`config.mk`:
```
export PLATFORM = sky130hd
export DESIGN_NAME = lsu_mem_port
export DESIGN_NICKNAME = d
export VERILOG_FILES = /design/src/rtl/lsu_mem_port.sv
export SDC_FILE = /design/constraint.sdc
export NUM_CORES = 1
export LEC_CHECK = 0
export ABC_CLOCK_PERIOD_IN_PS = 5640
export CAP_MARGIN = 20
export CORE_UTILIZATION = 30
export CTS_CLUSTER_DIAMETER = 40
export DETAILED_ROUTE_END_ITERATION = 8
export GPL_TIMING_DRIVEN = 1
export MAX_ROUTING_LAYER = met4
export PLACE_DENSITY = 0.63
export SLEW_MARGIN = 30
export SYNTH_ARGS = -nofsm -noshare
export SYNTH_HDL_FRONTEND = slang
export SYNTH_SLANG_ARGS = --single-unit
export TNS_END_PERCENT = 20
```
`constraint.sdc`:
```
create_clock -name i_clk -period 5.64 [get_ports i_clk]
set_clock_uncertainty 0.05 [all_clocks]
set_input_delay 1.128 -clock i_clk [delete_from_list [all_inputs] [get_ports i_clk]]
set_output_delay 1.128 -clock i_clk [all_outputs]
set_load 0.1 [all_outputs]
```
`src/rtl/lsu_mem_port.sv`:
```
// lsu_mem_port: load/store initiator for one port of the byte-addressed data RAM.
// Accepts one request per handshake. It issues the sized RAM access and waits out the
// registered read latency. It then returns extended load data or a store completion.
// Illegal or out-of-range requests get an error response and never reach the RAM.
// Optional build macro: LSU_MISALIGN_TRAP_EN (misaligned half/word accesses become errors).
module lsu_mem_port #(
    parameter int unsigned MEM_DEPTH      = 4096,
    parameter int unsigned MEM_ADDR_WIDTH = 12
) (
    input  logic                      i_clk,
    input  logic                      i_rst,
    input  logic                      i_req_valid,
    output logic                      o_req_ready,
    input  logic                      i_req_we,
    input  logic [2:0]                i_req_funct3,
    input  logic [31:0]               i_req_addr,
    input  logic [31:0]               i_req_wdata,
    output logic                      o_rsp_valid,
    input  logic                      i_rsp_ready,
    output logic [31:0]               o_rsp_rdata,
    output logic                      o_rsp_err,
    output logic [MEM_ADDR_WIDTH-1:0] o_mem_addr,
    output logic                      o_mem_we,
    output logic [1:0]                o_mem_size,
    output logic [31:0]               o_mem_din,
    input  logic [31:0]               i_mem_dout
);

    typedef enum logic [1:0] {StIdle, StIssue, StWait, StResp} state_e;

    state_e                    state_q, state_d;
    logic                      we_q;
    logic [2:0]                funct3_q;
    logic [31:0]               rsp_rdata_q;
    logic                      rsp_err_q;
    logic [MEM_ADDR_WIDTH-1:0] mem_addr_q;
    logic [1:0]                mem_size_q;
    logic [31:0]               mem_din_q;

    logic                      accept;
    logic                      illegal;
    logic [2:0]                bytes;
    logic [32:0]               end_addr;
    logic [31:0]               load_ext;

    assign accept = (state_q == StIdle) && i_req_valid && !i_rst;

    // Classify the incoming request; the range check is done in 33 bits so nothing wraps.
    always_comb begin
        case (i_req_funct3[1:0])
            2'b00:   bytes = 3'd1;
            2'b01:   bytes = 3'd2;
            default: bytes = 3'd4;
        endcase
        end_addr = {1'b0, i_req_addr} + {30'd0, bytes};
        if (i_req_we) begin
            illegal = (i_req_funct3 > 3'd2);
        end else begin
            illegal = (i_req_funct3 == 3'd3) || (i_req_funct3 == 3'd6) ||
                      (i_req_funct3 == 3'd7);
        end
        if (end_addr > 33'(MEM_DEPTH)) begin
            illegal = 1'b1;
        end
`ifdef LSU_MISALIGN_TRAP_EN
        if ((i_req_funct3[1:0] == 2'b01 && i_req_addr[0]) ||
            (i_req_funct3[1:0] == 2'b10 && i_req_addr[1:0] != 2'b00)) begin
            illegal = 1'b1;
        end
`endif
    end

    // Extend the RAM read data according to the captured load type.
    always_comb begin
        case (funct3_q)
            3'b000:  load_ext = {{24{i_mem_dout[7]}}, i_mem_dout[7:0]};
            3'b001:  load_ext = {{16{i_mem_dout[15]}}, i_mem_dout[15:0]};
            3'b100:  load_ext = {24'd0, i_mem_dout[7:0]};
            3'b101:  load_ext = {16'd0, i_mem_dout[15:0]};
            default: load_ext = i_mem_dout;
        endcase
    end

    // State register.
    always_ff @(posedge i_clk) begin
        if (i_rst) begin
            state_q <= StIdle;
        end else begin
            state_q <= state_d;
        end
    end

    // Next-state logic and handshake / write-enable outputs.
    always_comb begin
        state_d     = state_q;
        o_req_ready = (state_q == StIdle) && !i_rst;
        o_rsp_valid = (state_q == StResp);
        // Gated by reset in the same cycle so an in-flight store is dropped.
        o_mem_we    = (state_q == StIssue) && we_q && !i_rst;
        unique case (state_q)
            StIdle:  if (i_req_valid) state_d = illegal ? StResp : StIssue;
            StIssue: state_d = we_q ? StResp : StWait;
            StWait:  state_d = StResp;
            StResp:  if (i_rsp_ready) state_d = StIdle;
            default: state_d = StIdle;
        endcase
    end

    // Request capture, RAM port registers and response data.
    always_ff @(posedge i_clk) begin
        if (i_rst) begin
            we_q        <= 1'b0;
            funct3_q    <= 3'd0;
            rsp_rdata_q <= 32'd0;
            rsp_err_q   <= 1'b0;
            mem_addr_q  <= '0;
            mem_size_q  <= 2'd0;
            mem_din_q   <= 32'd0;
        end else begin
            if (accept) begin
                we_q        <= i_req_we;
                funct3_q    <= i_req_funct3;
                rsp_rdata_q <= 32'd0;
                rsp_err_q   <= illegal;
                // RAM port only moves for accesses that will actually be issued.
                if (!illegal) begin
                    mem_addr_q <= i_req_addr[MEM_ADDR_WIDTH-1:0];
                    mem_size_q <= i_req_funct3[1:0];
                    mem_din_q  <= i_req_wdata;
                end
            end
            if (state_q == StWait) begin
                rsp_rdata_q <= load_ext;
            end
        end
    end

    assign o_rsp_rdata = rsp_rdata_q;
    assign o_rsp_err   = rsp_err_q;
    assign o_mem_addr  = mem_addr_q;
    assign o_mem_size  = mem_size_q;
    assign o_mem_din   = mem_din_q;

endmodule
```
Word-level counts from Yosys, hierarchy flattened
Cells that the tools add are included.

storage, ports and cells
  flip-flop bits (word level) = 85
  input port bits = 104
  output and inout bits = 82
  word-level logic and storage cells = 49

operators by class
  add/subtract/negate cells = 1
  magnitude comparators = 2
  equal/unequal tests = 12
  muxes and demuxes = 11
  bitwise gates (word level) = 1
  reduce and logical (&&, ||, !) cells = 14

operators with widths
  kind                    count
  $pmux W32 S4            1
  $mux W32                2
  $add A32 B3 Y33         1
  $gt A33 B13 Y1 const B  1
  $eq A3 B3 Y1 const B    4
  $pmux W2 S4             1
  $mux W2                 3
  $pmux W3 S2             1
  $logic_and A1 B1 Y1     5
  $eq A2 B1 Y1 const B    2
  $eq A2 B2 Y1 const B    2
  $logic_not A2 Y1        2
  $reduce_and A2 Y1       2
  $eq A3 B1 Y1 const B    1
  $eq A3 B2 Y1 const B    1
  $gt A3 B2 Y1 const B    1
  $logic_not A3 Y1        1
  $mux W1                 3
  $logic_or A1 B1 Y1      2
  $ne A2 B1 Y1 const B    1
  $ne A2 B2 Y1 const B    1
  $reduce_bool A2 Y1      1
  $logic_not A1 Y1        1
  $not A1 Y1              1

Logic depth before layout (Yosys ltp)
  depth after elaboration = 8
  gate-level depth with buffers = 13
  mapped depth without buffers = 11

Least setup slack after synthesis
No wires, ideal clock.

  kind = input-to-output
  start = input port i_rst
  end = output port o_mem_we
  arrival = 2.975 ns
  required time = 4.462 ns
  path slack = 1.487 ns
  stages on the path = 4
  buffers on the path = 3
  cells stage by stage = clkbuf_1 clkbuf_1 buf_1 nor2_1

on the way
  longest elaborated chain between the ends = 2

ends and longest elaborated chain
  element              RTL line  RTL
  from (decl)          11        input logic i_rst,
  $logic_not A1 Y1     99        o_mem_we = (state_q == StIssue) && we_q && !i_rst;
  $logic_and A1 B1 Y1  99
  to (decl)            23        output logic o_mem_we,

No other way between the ends.

Worst setup path in the final report
  start = input port i_req_funct3[1]
  end = register mem_din_q[18], in the netlist o_mem_din[18]

on the way
  longest elaborated chain between the ends = 7
  elaborated cells between the ends (all ways) = 15

ends and longest elaborated chain
  element                                                RTL line  RTL
  from (decl)                                            15        input logic [2:0] i_req_funct3,
  $eq A2 B1 Y1 (tied with other cells)                   50        case (i_req_funct3[1:0])
  $pmux W3 S2 or $logic_or A1 B1 Y1 (tied branches)      50, 59
  $add A32 B3 Y33 or $logic_or A1 B1 Y1 (tied branches)  55, 59
  $gt A33 B13 Y1 or $mux W1 (tied branches)              62, 56
  $mux W1 (*)                                            62        if (end_addr > 33'(MEM_DEPTH)) begin
  $not A1 Y1 (no source line) (*)                        --
  $reduce_and A2 Y1 (no source line) (*)                 --
  to (signal assigned)                                   129       mem_din_q <= i_req_wdata;
  to (decl)                                              38        logic [31:0] mem_din_q;

Mark *: on every way between the ends. The rest lies on a longest branch, timed or not.
A chain may end at the register's enable or synchronous reset.

==> run metrics <==
core area=14800 um^2; total die area=15800 um^2; Mapped Area=4600 um^2; Mapped Cells=roughly 560; clock root buffer=clkbuf_16; first-pass GRT wire length=approximately 24 mm; unrepaired setup endpoints after global routing=false; Total Neg Setup Slack=0 ps; Synth Register Bits=85; Cell Rows=between 40 and 50; design area=6880 um^2; share of layout cells above drive strength 1=9.66%; Chip Height=126 um; Die X=126 um; antenna viol nets, final=0; syn_nets=668; R2R cell count=5; Syn-to-layout area delta=49.4%; most common flop cell mapped by yosys=dfxtp_1; hpwl dp=around 11 mm; Vias/cell=~5.5; Initial Util=31.2%; Synth area leaders=dfxtp_1 37%, a21oi_1 8.5%, nand4_1 7.6%, o31ai_2 7.6%, nand2_1 4.2%; Clk pin slew, worst setup/hold paths=about 60 ps; syn_area_per_cell=8.29 um^2; Yosys top cell area share=a little under two fifths; CTS tree=built; P_leak=2.25 nW; Post-DP Area=6560 um^2; Max Root-Sink Buffers=2; asr flop ratio synth=0%; final setup violation count=0; crit path max fanout=23; Filler Cell Count=1427; Post-synth EDFFs=0; number of antenna diodes=0; final net count=between 800 and 900; data required time of the worst path=around 5800 ps; wire per inst=16.9 um; type of origin of the critical path=input pin; detailed-route wire length=15.1 mm; CTS sink cnt=85; critical path arrival=4920 ps; Slew HR=30.6%; setup bufs post-CTS=0; total CTS buffers=9; Crit Path Class=in -> reg; GR Overflow Total=0; gr usage total=19.5%; largest net degree at the start of global routing=between 70 and 80; initial antenna violation count=0; measured slew at the worst slew-check pin=1040 ps; Final min period=4790 ps; Worst-Skew Late Latency=approximately 340 ps; Hold Path Depth=2; I/O pin total=186; Residual DRC=0; post_cts resized=0; post-synthesis sequential area ratio=37.0%; vias in the first global route=4730; # H-tree levels=3; largest area contributor in the netlist=dfxtp_1; min-delay worst type=reg -> reg; Max VDD drop=around 0.16 mV; Hold Violations, Final=0; power density cells=341 nW/um^2; Max-Cap Viols=0; Final Max Slew Viols=0; Fmax achieved=~0.21 GHz; via count=4956; Iter 0 DRT Violations=276; port buffer count=185; gpl congestion=between 0.8 and 0.9; Final period util=a little over four fifths; hold buffer count at CTS=0; Yosys cell types=58; Setup crit end kind=flop; status=finished, final reports clean; first-pass detailed-route iteration total=5; Yosys warning total=0
[synth_stat cells (3+ instances only)]
cell type and instances:
dfxtp_1 85, a21oi_1 78, nand4_1 56, nand2_1 51, nor2_1 44, o21ai_0 28
o31ai_2 28, clkbuf_1 27, o31ai_1 17, nand3_1 15, buf_2 14, a22oi_1 10
ha_1 8, inv_1 8, nor4_1 6, xor2_1 6, nor3_1 5, buf_1 4
buf_4 4, o21a_1 4, buf_6 3, mux2i_1 3, nor3b_1 3, o21bai_1 3
o22ai_1 3
[cell type report]
| cell class | count | area [um^2] | share of cell area [%] |
|---|---|---|---|
| flip-flops and latches | 85 | 1700 | 24.7 |
| clock buffers | 10 | 229 | 3.33 |
| multi-input cells | 410 | 2640 | 38.5 |
| repair buffers | 195 | 1950 | 28.4 |
| well taps | 184 | 230 | 3.35 |
| inverters | 8 | 30.0 | 0.437 |
| clock inverters | 6 | 86.3 | 1.26 |
[final timing paths]
kind / from / to / slack, ps
worst max register to register: state_q[0]$_SDFFE_PP0P_ / o_rsp_rdata[16]$_SDFFE_PP0P_ / 3230
worst max-delay path: i_req_funct3[1] / o_mem_din[18]$_SDFFE_PP0P_ / 850
worst min register to register: o_rsp_rdata[31]$_SDFFE_PP0P_ / o_rsp_rdata[31]$_SDFFE_PP0P_ / 400
worst min-delay path: o_rsp_rdata[31]$_SDFFE_PP0P_ / o_rsp_rdata[31]$_SDFFE_PP0P_ / 400
[sequential cells by signal, indices dropped and copies added (netlist names)]
| name | flops |
|---|---|
| o_rsp_err | 1 |
| o_mem_size | 2 |
| we_q | 1 |
| o_mem_din | 32 |
| state_q | 2 |
| funct3_q | 3 |
| o_mem_addr | 12 |
| o_rsp_rdata | 32 |
[worst max-delay path, stage by stage]
cell             delay (ps)
clkdlybuf4s50_1         600
nor2_1                   80
ha_1                    210
fa_1                    420
a21oi_2                 400
nor3_4                  110
a311oi_1                270
o21bai_1                140
nand4_1                 200
or3_2                   690
buf_4                   320
o31ai_2                 220
a21oi_1                 100
[where the power goes]
group,switching [mW],internal [mW]
Sequential,0.0415,0.666
Clock,0.246,0.388
Combinational,0.730,0.271
[cell families after synthesis]
| family | synth area share, % |
|---|---|
| simple gates | 23.2 |
| compound gates | 28.9 |
| flops | 37.0 |
| buf+inv | 6.09 |
| fa+ha+maj | 2.61 |
| xor+xnor | 1.33 |
| mux | 0.897 |
[placed cells by master (no fill, tap or decap), types with 3 or more instances in the layout]
cell,instances
o21bai_1,3
o31ai_2,28
nand2_1,51
nor3b_1,3
o21a_1,4
a22oi_1,10
nand4_1,56
ha_1,8
buf_4,8
a21oi_1,78
o22ai_1,3
nor2_1,43
nor3_1,5
mux2i_1,3
o31ai_1,17
o21ai_0,28
clkbuf_16,9
inv_1,8
clkdlybuf4s50_1,184
dfxtp_1,85
nand3_1,15
nor4_1,6
xor2_1,6
[metal layers]
layer	GRT usage [%]	routed length [um]	vias up
li1	-	-	2390
met1	24.7	6830	2319
met2	31.6	7120	228
met3	3.48	940	19
met4	6.31	248	0
met5	-	0	-
[metrics by stage]
stage	hold WS [ps]	utilization, %	total power, mW	setup slack, ps	std cells
after floorplan	387	-	1.43	1490	555
after global placement	388	44.2	1.69	660	881
after detailed placement	400	44.4	1.72	502	882
after CTS	409	46.6	2.36	872	898
after global routing	429	46.6	2.47	546	898
final	403	46.6	2.34	854	898
(Power assumes the default switching activity.)
